## config.mk

```make
export PLATFORM = sky130hd
export DESIGN_NAME = codec_config
export DESIGN_NICKNAME = d
export VERILOG_FILES = /design/src/rtl/codec_config.sv
export SDC_FILE = /design/constraint.sdc
export NUM_CORES = 1
export LEC_CHECK = 0
export ABC_AREA = 1
export BUFFER_PORTS_ARGS = -buffer_cell sky130_fd_sc_hd__buf_2
export CAP_MARGIN = 40
export CORE_UTILIZATION = 25
export CTS_BUF_LIST = sky130_fd_sc_hd__clkbuf_8
export CTS_CLUSTER_DIAMETER = 30
export DETAILED_ROUTE_END_ITERATION = 6
export PLACE_DENSITY = 0.42
export SLEW_MARGIN = 5
export SYNTH_ARGS = -nofsm -noshare
export SYNTH_HDL_FRONTEND = slang
export SYNTH_SLANG_ARGS = --single-unit
export TNS_END_PERCENT = 10
```

## constraint.sdc

```tcl
create_clock -name clk -period 2.78 [get_ports clk]
set_input_delay 0.278 -clock clk [delete_from_list [all_inputs] [get_ports clk]]
set_output_delay 0.278 -clock clk [all_outputs]
set_load 0.02 [all_outputs]
```

## src/rtl/codec_config.sv

```systemverilog
// codec_config: WM8731 power-up sequencer that writes 11 control words over a 2-wire bus.
// Define CODEC_CONFIG_RETRY_EN to resend a NACKed word up to 3 times before failing.
module codec_config #(
   parameter int unsigned CLK_DIV  = 125,
   parameter logic [6:0]  DEV_ADDR = 7'h1A
) (
   input  logic       clk,
   input  logic       reset,
   input  logic       start,
   output logic       I2C_SCLK,
   output logic       I2C_SDAT_OE,
   input  logic       I2C_SDAT_IN,
   output logic       busy,
   output logic       done,
   output logic       error,
   output logic [3:0] word_idx
);
   localparam int unsigned   CW      = $clog2(CLK_DIV);
   localparam logic [CW-1:0] DIV_MAX = CW'(CLK_DIV - 1);
   typedef enum logic [2:0] {
      S_IDLE, S_START, S_BYTE, S_ACK, S_STOP, S_GAP, S_DONE, S_ERROR
   } state_t;
   function automatic logic [15:0] tbl(input logic [3:0] i);
      case (i)
         4'd0:    tbl = 16'h1E00;
         4'd1:    tbl = 16'h0017;
         4'd2:    tbl = 16'h0217;
         4'd3:    tbl = 16'h0479;
         4'd4:    tbl = 16'h0679;
         4'd5:    tbl = 16'h0812;
         4'd6:    tbl = 16'h0A00;
         4'd7:    tbl = 16'h0C00;
         4'd8:    tbl = 16'h0E42;
         4'd9:    tbl = 16'h1000;
         default: tbl = 16'h1201;
      endcase
   endfunction
   state_t        state_q, state_d;
   logic [CW-1:0] cnt_q, cnt_d;
   logic [1:0]    ph_q, ph_d;
   logic [1:0]    byte_q, byte_d;
   logic [2:0]    bit_q, bit_d;
   logic [3:0]    widx_q, widx_d;
   logic          nack_q, nack_d;
   logic          scl_q, scl_d;
   logic          oe_q, oe_d;
   logic          tick, last, accept, sda_bit, retry_ok;
   logic [15:0]   word;
   logic [7:0]    byte_val;
   assign tick     = cnt_q == DIV_MAX;
   assign last     = tick && ph_q == 2'd3;
   assign accept   = start && (state_q == S_IDLE || state_q == S_DONE || state_q == S_ERROR);
   assign word     = tbl(widx_q);
   assign byte_val = byte_q == 2'd0 ? {DEV_ADDR, 1'b0} : byte_q == 2'd1 ? word[15:8] : word[7:0];
   assign sda_bit  = byte_val[~bit_q];
`ifdef CODEC_CONFIG_RETRY_EN
   logic [1:0] retry_q, retry_d;
   assign retry_ok = retry_q != 2'd3;
   always_comb begin
      retry_d = retry_q;
      if (accept)
         retry_d = 2'd0;
      else if (last && state_q == S_GAP)
         retry_d = nack_q ? retry_q + 2'd1 : 2'd0;
   end
   always_ff @(posedge clk) begin
      if (reset)
         retry_q <= 2'd0;
      else
         retry_q <= retry_d;
   end
`else
   assign retry_ok = 1'b0;
`endif
   always_ff @(posedge clk) begin
      if (reset) begin
         state_q <= S_IDLE;
         cnt_q   <= '0;
         ph_q    <= 2'd0;
         byte_q  <= 2'd0;
         bit_q   <= 3'd0;
         widx_q  <= 4'd0;
         nack_q  <= 1'b0;
         scl_q   <= 1'b1;
         oe_q    <= 1'b0;
      end else begin
         state_q <= state_d;
         cnt_q   <= cnt_d;
         ph_q    <= ph_d;
         byte_q  <= byte_d;
         bit_q   <= bit_d;
         widx_q  <= widx_d;
         nack_q  <= nack_d;
         scl_q   <= scl_d;
         oe_q    <= oe_d;
      end
   end
   always_comb begin
      state_d = state_q;
      case (state_q)
         S_IDLE, S_DONE, S_ERROR: state_d = start ? S_START : state_q;
         S_START: state_d = last ? S_BYTE : state_q;
         S_BYTE:  state_d = (last && bit_q == 3'd7) ? S_ACK : state_q;
         S_ACK:   state_d = !last ? state_q : (nack_q || byte_q == 2'd2) ? S_STOP : S_BYTE;
         S_STOP:  state_d = !last ? state_q : (nack_q && !retry_ok) ? S_ERROR : S_GAP;
         S_GAP:   state_d = !last ? state_q : (!nack_q && widx_q == 4'd10) ? S_DONE : S_START;
         default: state_d = S_IDLE;
      endcase
   end
   // Sequencing counters; a NACK is latched at t2 of an ACK slot and cleared when the gap ends
   always_comb begin
      cnt_d  = (accept || tick) ? '0 : cnt_q + 1'b1;
      ph_d   = accept ? 2'd0 : tick ? ph_q + 2'd1 : ph_q;
      bit_d  = bit_q;
      byte_d = byte_q;
      widx_d = widx_q;
      nack_d = nack_q;
      if (accept) begin
         bit_d  = 3'd0;
         byte_d = 2'd0;
         widx_d = 4'd0;
         nack_d = 1'b0;
      end else if (tick && state_q == S_ACK && ph_q == 2'd2) begin
         nack_d = I2C_SDAT_IN;
      end else if (last && state_q == S_BYTE) begin
         bit_d = bit_q + 3'd1;
      end else if (last && state_q == S_ACK) begin
         byte_d = byte_q + 2'd1;
      end else if (last && state_q == S_GAP) begin
         byte_d = 2'd0;
         nack_d = 1'b0;
         widx_d = (nack_q || widx_q == 4'd10) ? widx_q : widx_q + 4'd1;
      end
   end
   always_comb begin
      scl_d = scl_q;
      oe_d  = oe_q;
      if (tick)
         case (state_q)
            S_START: begin
               scl_d = ph_q == 2'd0 ? 1'b1 : ph_q == 2'd3 ? 1'b0 : scl_q;
               oe_d  = ph_q == 2'd0 ? 1'b0 : ph_q == 2'd1 ? 1'b1 : oe_q;
            end
            S_BYTE, S_ACK: begin
               scl_d = ph_q == 2'd1 ? 1'b1 : ph_q == 2'd3 ? 1'b0 : scl_q;
               oe_d  = ph_q == 2'd0 ? (state_q == S_BYTE && !sda_bit) : oe_q;
            end
            S_STOP: begin
               scl_d = ph_q == 2'd1 ? 1'b1 : scl_q;
               oe_d  = ph_q == 2'd0 ? 1'b1 : ph_q == 2'd2 ? 1'b0 : oe_q;
            end
            default: ;
         endcase
   end
   assign I2C_SCLK    = scl_q;
   assign I2C_SDAT_OE = oe_q;
   assign busy        = !(state_q == S_IDLE || state_q == S_DONE || state_q == S_ERROR);
   assign done        = state_q == S_DONE;
   assign error       = state_q == S_ERROR;
   assign word_idx    = widx_q;
endmodule
```

* Word level (Yosys, flattened, before mapping)
Memories as Yosys holds them, arrays and structs flattened. A register that Yosys moved wholly into a read port is not among the register bits.
Cells that the tools add are included.
** Storage, ports and cells
- Flip-flop bits (word level) :: 24
- Bits in read-only memories :: 176
- Input port bits :: 4
- Output and inout bits :: 9
- Word-level logic and storage cells :: 115
- Memories :: 1
** Memory list
- (name not given) :: words 16, bits a word 11, rd ports 1, clocked after memory_dff 1, wr ports 0, line 24 : case (i)
** Cells by class
- Add/sub/neg operators :: 5
- $lt $le $gt $ge :: 1
- Eq/ne operators :: 27
- Multiplexer cells :: 32
- Bitwise logic cells :: 5
- Reduce and logical (&&, ||, !) cells :: 35
** Operator list (count)
- two-way mux 3 bit :: 8
- inequality test 2 bit, second input constant :: 10
- case mux 3 bit (6 select lines) :: 1
- two-way mux 8 bit :: 2
- equality test 3 bit, second input constant :: 5
- two-way mux 1 bit :: 13
- logical AND 1 bit :: 10
- AND reduction 5 bit :: 2
- AND reduction 3 bit :: 3
- two-way mux 4 bit :: 2
- adder 7 x 1 -> 7 bit, second input constant :: 1
- equality test 7 bit, second input constant :: 1
- equality test 2 bit, second input constant :: 3
- equality test 3 x 2 -> 1 bit, second input constant :: 2
- two-way mux 2 bit :: 3
- inequality test 3 bit, second input constant :: 2
- case mux 1 bit (3 select lines) :: 2
- AND reduction 6 bit :: 1
- OR reduction 2 bit :: 3
- logical OR 1 bit :: 5
- adder 2 x 1 -> 2 bit, second input constant :: 2
- adder 4 x 1 -> 4 bit, second input constant :: 1
- equality test 2 x 1 -> 1 bit, second input constant :: 2
- equality test 4 bit, second input constant :: 1
- 13 further kinds :: 20

* Longest topological paths before layout
Gate-level depths: netlist of run 1.
- Word-level depth :: 9
- Depth in mapped cells :: 15
- Depth with buffers taken out :: 15

* Worst setup path after synthesis of run 1
Ideal clock, no wire load.
- Path type :: reg-to-reg
- Start :: register widx_q[0], in the netlist word_idx[0]
- End :: register word[6] (netlist name)
- Library setup time :: 114 ps
- Arrival time :: 1993 ps
- Data required time :: 2666 ps
- Slack :: 673 ps
- Cell stages (with the launch flop) :: 14
- Path buffers :: 0
- Period minus slack after synthesis :: 2107 ps
- Cell sequence :: dfxtp_1 -> inv_1 -> ha_1 -> nand3_1 -> nand2_1 -> nor2_4 -> nor2_1 -> nor2_1 -> nand2_1 -> ha_1 -> inv_1 -> nand4_1 -> nand3_1 -> nand2_1
** Between the ends
- Longest elaborated chain between the ends :: 6
- Elaborated cells between the ends (all ways) :: 7
- Classes of those cells :: add/sub: 1; eq/ne: 1; mux: 2; bitwise: 1; reduce/logical: 2
** RTL lines
- from (decl) :: line 43 : logic [3:0] widx_q, widx_d;
- from (signal assigned) :: line 92 : widx_q <= widx_d;
- equality test 4 bit :: line 132 : widx_d = (nack_q || widx_q == 4'd10) ? widx_q : widx_q + 4'd1;
- logical OR 1 bit :: line 132
- NOT 1 bit (no line)
- AND reduction 5 bit (no line)
- two-way mux 4 bit (no line) * (2 in series)
Mark *: on every way between the ends. The rest lies on a longest branch, timed or not.
A chain may end at the register's enable or synchronous reset.

* Worst setup path in the final report of run 1
- Start :: register widx_q[0], in the netlist word_idx[0]
- End :: register word[6] (netlist name)
** Between the ends
- Longest elaborated chain between the ends :: 6
- Elaborated cells between the ends (all ways) :: 7
- Classes of those cells :: add/sub: 1; eq/ne: 1; mux: 2; bitwise: 1; reduce/logical: 2
** RTL lines (line)
- equality test 4 bit :: 132
- logical OR 1 bit :: 132
- NOT 1 bit (no line)
- AND reduction 5 bit (no line)
- two-way mux 4 bit (no line) * (2 in series)
Marks and branches as above.

==> flow_metrics.env, run 1 <==
export IMPL_synth_xor_area_frac=0.0173
export IMPL_finalWeightedCongestion=0.775
export IMPL_ys_ff_latch=34
export IMPL_cts_tree="yes"
export IMPL_gr_total_overflow=0
export IMPL_nets=323
export IMPL_ff2ff_path_depth=13
export IMPL_htreeDepth=2
export IMPL_postLayoutCoreUtil=0.299
export IMPL_yosysSeqAreaShare=0.336
export IMPL_yosysTopAreaCell="dfxtp_1"
export IMPL_path_cells="inv_1 -> ha_1 -> nand3_1 -> nand2_1 -> nor2_4 -> nor2_1 -> nor2_1 -> nand2_1 -> ha_1 -> inv_1 -> nand4_1 -> nand3_1 -> nand2_1"
export IMPL_dr_first_iter_drc_count=78
export IMPL_postRouteAntennaNets=0
export IMPL_core_area_mm2=0.00777
export IMPL_numPortBuffers=12
export IMPL_pin_count=13
export IMPL_clock_fmax_mhz=440
export IMPL_synth_area_leaders="dfxtp_1 34%, nand2_1 13%, ha_1 11%"
export IMPL_cp_slowest_stage_delay_ns=0.46
export IMPL_viasPerCell=4.37
export IMPL_routed_via_count=1764
export IMPL_die_area_mm2=0.00846
export IMPL_cts_resized=0
export IMPL_r2r_start="word_idx[0]"
export IMPL_drc_errors=0
export IMPL_crit_type="flop to flop"
export IMPL_nFillCells=873
export IMPL_multi_input_area_mm2=0.00117
export IMPL_skew_ns=0.00689
export IMPL_start_kind="flop"
export IMPL_finalSetupViolations=0
export IMPL_hold_depth=2
export IMPL_cts_buffers_inserted=5
export IMPL_detail_route_wl_per_cell_um=11.7
export IMPL_initial_core_util=0.260
export IMPL_instances_no_fill=404
export IMPL_insertion_delay_ns=0.29
export IMPL_rsz0062_at_grt="false"
export IMPL_syn_inst=282
export IMPL_hold_viol=0
export IMPL_cap_violations=0
export IMPL_synthSimpleGateAreaFrac=0.360
export IMPL_syn_num_nets=304
export IMPL_dr_pass1_iters=4
export IMPL_post_cts_buffers=0
export IMPL_synth_warnings=0
export IMPL_hp_class="primary input to flop"
export IMPL_finalWirelength_mm=4.73
export IMPL_slowest_stage="dfxtp_1"
export IMPL_critPathMostFrequentCell="nand2_1"
export IMPL_path_max_fanout=7
export IMPL_avgSynthCellArea_um2=7.17
export IMPL_vdd_drop_max_mv=0.209
export IMPL_antenna_found_initial=0
export IMPL_p_total_mw=1.42
export IMPL_timing_final_crit_share=0.818
export IMPL_r2r_end="word[6]"
export IMPL_seqCellArea_um2=681
export IMPL_fp_row_count=32
export IMPL_synth_compound_area_frac=0.0878
export IMPL_place_hpwl_mm=3.72
export IMPL_outcome="finished clean"
export IMPL_fin_hold_ws_ns=0.265
export IMPL_ys_types=28
export IMPL_cp_data_arrival_time_ns=2.45
export IMPL_min_to="state_q[2]"
export IMPL_cp_top_family="simple AND/OR/NAND/NOR gates"
export IMPL_hold_path_startpoint="reset"
export IMPL_path_clk_slew_ns=0.07
export IMPL_crit_buf_inv=2
export IMPL_worstSetupEndpointType="flop"
export IMPL_synthAdderAreaFrac=0.111
export IMPL_clk_path_buf_depth=2
export IMPL_tightest_slew_ns=0.404
export IMPL_relSlewSlack=0.729
export IMPL_synth_top_family_by_area="simple AND/OR/NAND/NOR gates"
export IMPL_synth_mux_area_frac=0
export IMPL_die_h_um=92.0
export IMPL_dp_cells=396
export IMPL_grt_pass1_wl_mm=7.77
export IMPL_grt_max_degree=12
export IMPL_cp_data_required_time_ns=2.96
export IMPL_min_period_ns=2.28
export IMPL_cts_sinks=34
export IMPL_first_global_vias=1663
export IMPL_final_layout_size_suffix_gt1_frac=0.146
export IMPL_setup_tns_ns=0
export IMPL_netlist_area_mm2=0.00202
export IMPL_synth_top_area_frac=0.336
export IMPL_p_leak_nw=1.09
export IMPL_root_buffer="clkbuf_8"
export IMPL_die_x_um=92.0
export IMPL_diodes=0
export IMPL_r2r_setup_slack_ns=0.50
export IMPL_syn_to_final_growth_pct=14.7
export IMPL_power_density_mw_per_mm2=611
export IMPL_grtUsageTotal=0.118
export IMPL_drv_slew=0
export IMPL_cts_hold_buf=0
-- layout by cell type (no fill, tap or decap), types with 2 or more instances in the layout --
master	n
nor2_2	4
inv_2	2
buf_2	12
nand3_2	3
clkinv_2	2
o21ai_1	3
ha_1	18
nor2_4	2
a21oi_1	10
o21a_1	2
inv_1	43
nand2_1	70
a211oi_1	3
nand3_1	19
nor2_1	28
nand2_2	3
or2_2	3
dfxtp_1	34
clkbuf_8	5
nor3_1	4
xor2_1	3
nand3_4	2
a21oi_2	2
o211ai_1	2
o21ai_0	7
nand4_1	10
-- stage by stage --
stage / instance area, um^2 / worst slack [ns]
2_1_floorplan: 2020 / 0.673
3_3_place_gp: 2210 / 0.564
3_5_place_dp: 2210 / 0.501
4_1_cts: 2320 / 0.490
5_1_grt: 2320 / 0.234
6_report: 2320 / 0.505
-- kinds of logic (layout without fill, tap and decap cells) --
| kind of cell | count (synthesis) | in the layout |
|---|---|---|
| compound gates | 30 | 30 |
| xor+xnor | 4 | 4 |
| fa+ha+maj | 18 | 18 |
| buf+inv | 46 | 66 |
| flops | 34 | 34 |
| simple gates | 150 | 150 |
-- synthesized netlist by cell type, drive strengths merged --
cell type,n
a211oi,3
a21oi,12
buf,1
dfxtp,34
ha,18
inv,45
nand2,73
nand3,24
nand4,11
nor2,35
nor3,4
o211ai,2
o21a,2
o21ai,10
o31ai,1
or2,3
xnor2,1
xor2,3
-- cell type report --
type,instances,area share
clock buffers,5,0.0297
clock inverters,3,0.0173
inverters,45,0.0728
multi-input cells,202,0.503
flip-flops and latches,34,0.293
well taps,102,0.0550
repair buffers,13,0.0291
-- sequential cells by signal, indices dropped and copies added (netlist names), 2 cells and up --
| signal | cells |
|---|---|
| word | 10 |
| cnt_q | 7 |
| word_idx | 4 |
| bit_q | 3 |
| state_q | 3 |
| byte_q | 2 |
| ph_q | 2 |
-- per-layer routing --
| metal | vias to the layer above | wire, um | GRT usage |
|---|---|---|---|
| met5 | - | 0 | 0 |
| met4 | 0 | 56 | 0.0430 |
| met3 | 4 | 147 | 0.0323 |
| met2 | 21 | 2090 | 0.195 |
| met1 | 799 | 2430 | 0.148 |
| li1 | 940 | - | - |
-- power by group --
group          total, mW  internal [mW]  switching [mW]  leakage (nW)
sequential         0.560          0.519          0.0407         0.275
clock              0.446          0.264           0.182        0.0579
combinational      0.413          0.127           0.286         0.758
-- worst max path at each step --
stage	from	to	slack [ns]	cells past startpoint
after global routing	cnt_q[0]	word[6]	0.23	14
after CTS	cnt_q[0]	word[6]	0.49	14
after detailed placement	cnt_q[0]	word[6]	0.50	14
after global placement	cnt_q[0]	word[6]	0.56	14
final	word_idx[0]	word[6]	0.50	13
after floorplan	word_idx[0]	word[6]	0.67	13
No activity file was read; power rests on OpenSTA's default activity.
==> inputs of run 2 (changes only) <==
- ABC_AREA: 1 -> 0
- PLACE_DENSITY: 0.42 -> 0.43
- clock period: 2.78 -> 1.9 ns (I/O delays scaled with it)
==> run 2 against run 1 <==
  * The run now ends with negative setup slack left
  * Flip-flop and latch count is the same
  * Critical path depth shrank 5
  * Sequential share of layout area shrank 6.1 points
  * Cell area grew 28%
==> flow_metrics.env, run 2 <==
export IMPL_die_h_um=93.6
export IMPL_synth_top_family_by_area="simple AND/OR/NAND/NOR gates"
export IMPL_diodes=0
export IMPL_cts_sinks=34
export IMPL_syn_to_final_growth_pct=41.6
export IMPL_routed_via_count=1904
export IMPL_viasPerCell=4.57
export IMPL_cp_depth=8
export IMPL_first_global_vias=1826
export IMPL_finalSetupViolations=10
export IMPL_path_cells="buf_4 -> or4b_4 -> and2_4 -> nor2b_4 -> nand2_4 -> ha_4 -> nor2_1 -> o32a_2"
export IMPL_ff2ff_path_depth=8
export IMPL_crit_buf_inv=1
export IMPL_p_leak_nw=1.21
export IMPL_cp_top_family="simple AND/OR/NAND/NOR gates"
export IMPL_core_area_mm2=0.00818
export IMPL_ys_ff_latch=34
export IMPL_ys_flop_type="dfxtp_1"
export IMPL_synth_warnings=0
export IMPL_clk_path_buf_depth=2
export IMPL_power_density_mw_per_mm2=476
export IMPL_final_cell_mix="61 x buf_4, 28 x dfxtp_1, 28 x nor2_1"
export IMPL_synth_area_leaders="dfxtp_1 32%, ha_1 11%, nor2_1 5.0%"
export IMPL_path_max_fanout=5
export IMPL_cts_tree="yes"
export IMPL_dr_first_iter_drc_count=90
export IMPL_syn_inst=241
export IMPL_synth_compound_area_frac=0.164
export IMPL_path_clk_slew_ns=0.08
export IMPL_synthAdderAreaFrac=0.107
export IMPL_violations="negative setup slack"
export IMPL_dr_pass1_iters=4
export IMPL_synthSimpleGateAreaFrac=0.235
export IMPL_yosysSeqAreaShare=0.324
export IMPL_drc_errors=0
export IMPL_detail_route_wl_per_cell_um=12.7
export IMPL_post_cts_buffers=0
export IMPL_numPortBuffers=12
export IMPL_fp_row_count=33
export IMPL_cts_buffers_inserted=5
export IMPL_crit_type="flop to flop"
export IMPL_finalWeightedCongestion=0.755
export IMPL_hold_viol=0
export IMPL_ys_types=54
export IMPL_min_period_ns=2.08
export IMPL_die_x_um=93.6
export IMPL_slowest_stage="or4b_4"
export IMPL_largest_reg_flops=10
export IMPL_insertion_delay_ns=0.28
export IMPL_postLayoutCoreUtil=0.364
export IMPL_async_flop_share=0
export IMPL_cp_data_arrival_time_ns=2.24
export IMPL_setup_tns_ns=-1.40
export IMPL_nFillCells=850
export IMPL_netlist_area_mm2=0.00210
export IMPL_cp_slowest_stage_delay_ns=0.52
export IMPL_grtUsageTotal=0.132
export IMPL_skew_ns=0.0120
export IMPL_drv_slew=0
export IMPL_place_hpwl_mm=4.10
export IMPL_antenna_found_initial=0
export IMPL_cts_hold_buf=0
export IMPL_multi_input_area_mm2=0.00146
export IMPL_synth_mux_area_frac=0.0662
export IMPL_postRouteAntennaNets=0
export IMPL_vdd_drop_max_mv=0.193
export IMPL_yosysTopAreaCell="dfxtp_1"
export IMPL_relSlewSlack=0.754
export IMPL_tightest_slew_ns=0.368
export IMPL_mostFrequentLayoutCell="buf_4"
export IMPL_seqCellArea_um2=691
export IMPL_initial_core_util=0.257
export IMPL_cap_violations=0
export IMPL_final_layout_size_suffix_gt1_frac=0.410
export IMPL_grt_max_degree=20
export IMPL_nets=333
export IMPL_avgSynthCellArea_um2=8.71
export IMPL_clock_fmax_mhz=481
export IMPL_finalWirelength_mm=5.31
export IMPL_synth_most_common_cell="dfxtp_1"
export IMPL_die_area_mm2=0.00877
export IMPL_cp_data_required_time_ns=2.06
export IMPL_htreeDepth=2
export IMPL_ys_top_cells_by_count="34 x dfxtp_1, 28 x nor2_1, 20 x inv_1"
export IMPL_hold_depth=2
export IMPL_syn_num_nets=263
export IMPL_hp_class="primary input to flop"
export IMPL_worstSetupEndpointType="flop"
export IMPL_synth_edff_count=0
export IMPL_gr_total_overflow=0
export IMPL_start_kind="flop"
export IMPL_timing_final_crit_share=1.09
export IMPL_pin_count=13
export IMPL_synth_xor_area_frac=0.0459
export IMPL_grt_pass1_wl_mm=8.92
export IMPL_setup_slack_ns=-0.179
export IMPL_rsz0062_at_grt="true"
export IMPL_root_buffer="clkbuf_8"
export IMPL_synth_top_area_frac=0.324
export IMPL_outcome="finished, violations left"
## run 2: worst reg2reg max path: stages (launching register included)
cell     delay (ns)
dfxtp_1        0.32
buf_4          0.14
or4b_4         0.52
and2_4         0.16
nor2b_4        0.14
nand2_4        0.11
ha_4           0.15
nor2_1         0.04
o32a_2         0.37
## run 2: worst paths after layout
| check | start | end | slack, ns |
|---|---|---|---|
| setup / recovery | state_q[1] | word[0] | -0.18 |
| hold / removal | reset | state_q[2] | 0.25 |
| setup reg to reg | state_q[1] | word[0] | -0.18 |
| hold reg to reg | I2C_SDAT_OE | I2C_SDAT_OE | 0.47 |
## run 2: area by class of cell
| cell class | instances | share of cell area |
|---|---|---|
| Tap cell | 105 | 0.0442 |
| Clock inverter | 2 | 0.00295 |
| Inverter | 20 | 0.0261 |
| Sequential cell | 34 | 0.232 |
| Clock buffer | 6 | 0.0278 |
| Timing Repair Buffer | 73 | 0.174 |
| Multi-Input combinational cell | 177 | 0.492 |
## run 2: layer usage
layer,vias up,routed length [um],GRT usage
li1,986,-,-
met1,883,2750,0.182
met2,31,2330,0.208
met3,4,148,0.0244
met4,0,71,0.0436
met5,-,0,0
## run 2: timing repair
item	CTS	global route
setup endpoints to repair	13	18
resized for setup	12	9
pin swaps	2	1
## run 2: power by group
group | internal [mW] | total, mW | leakage, nW | switching [mW]
combinational | 0.0644 | 0.137 | 0.877 | 0.0723
sequential | 0.718 | 0.725 | 0.277 | 0.00690
clock | 0.287 | 0.554 | 0.0524 | 0.266
total | 1.07 | 1.42 | 1.21 | 0.345
## run 2: stage by stage
| step | cell area (um^2) | cells | setup WS, ns | power, mW | hold slack (ns) |
|---|---|---|---|---|---|
| final | 2970 | 417 | -0.179 | 1.42 | 0.246 |
| after global routing | 2970 | 417 | -0.324 | 1.49 | 0.250 |
| after CTS | 2940 | 417 | -0.201 | 1.44 | 0.246 |
| after detailed placement | 2780 | 409 | -0.261 | 0.869 | 0.458 |
| after global placement | 2780 | 409 | -0.214 | 0.870 | 0.460 |
| after floorplan | 2180 | 241 | -0.121 | 0.816 | 0.413 |
## run 2: logic make-up (layout without fill, tap and decap cells)
logic type / after synthesis / after routing
AO/OA/AOI/OAI: 51 / 51
buffers and inverters: 30 / 101
AND/OR/NAND/NOR: 84 / 84
multiplexers: 13 / 13
XOR/XNOR: 11 / 11
adder cells (fa/ha/maj): 18 / 18
flip-flops: 34 / 34
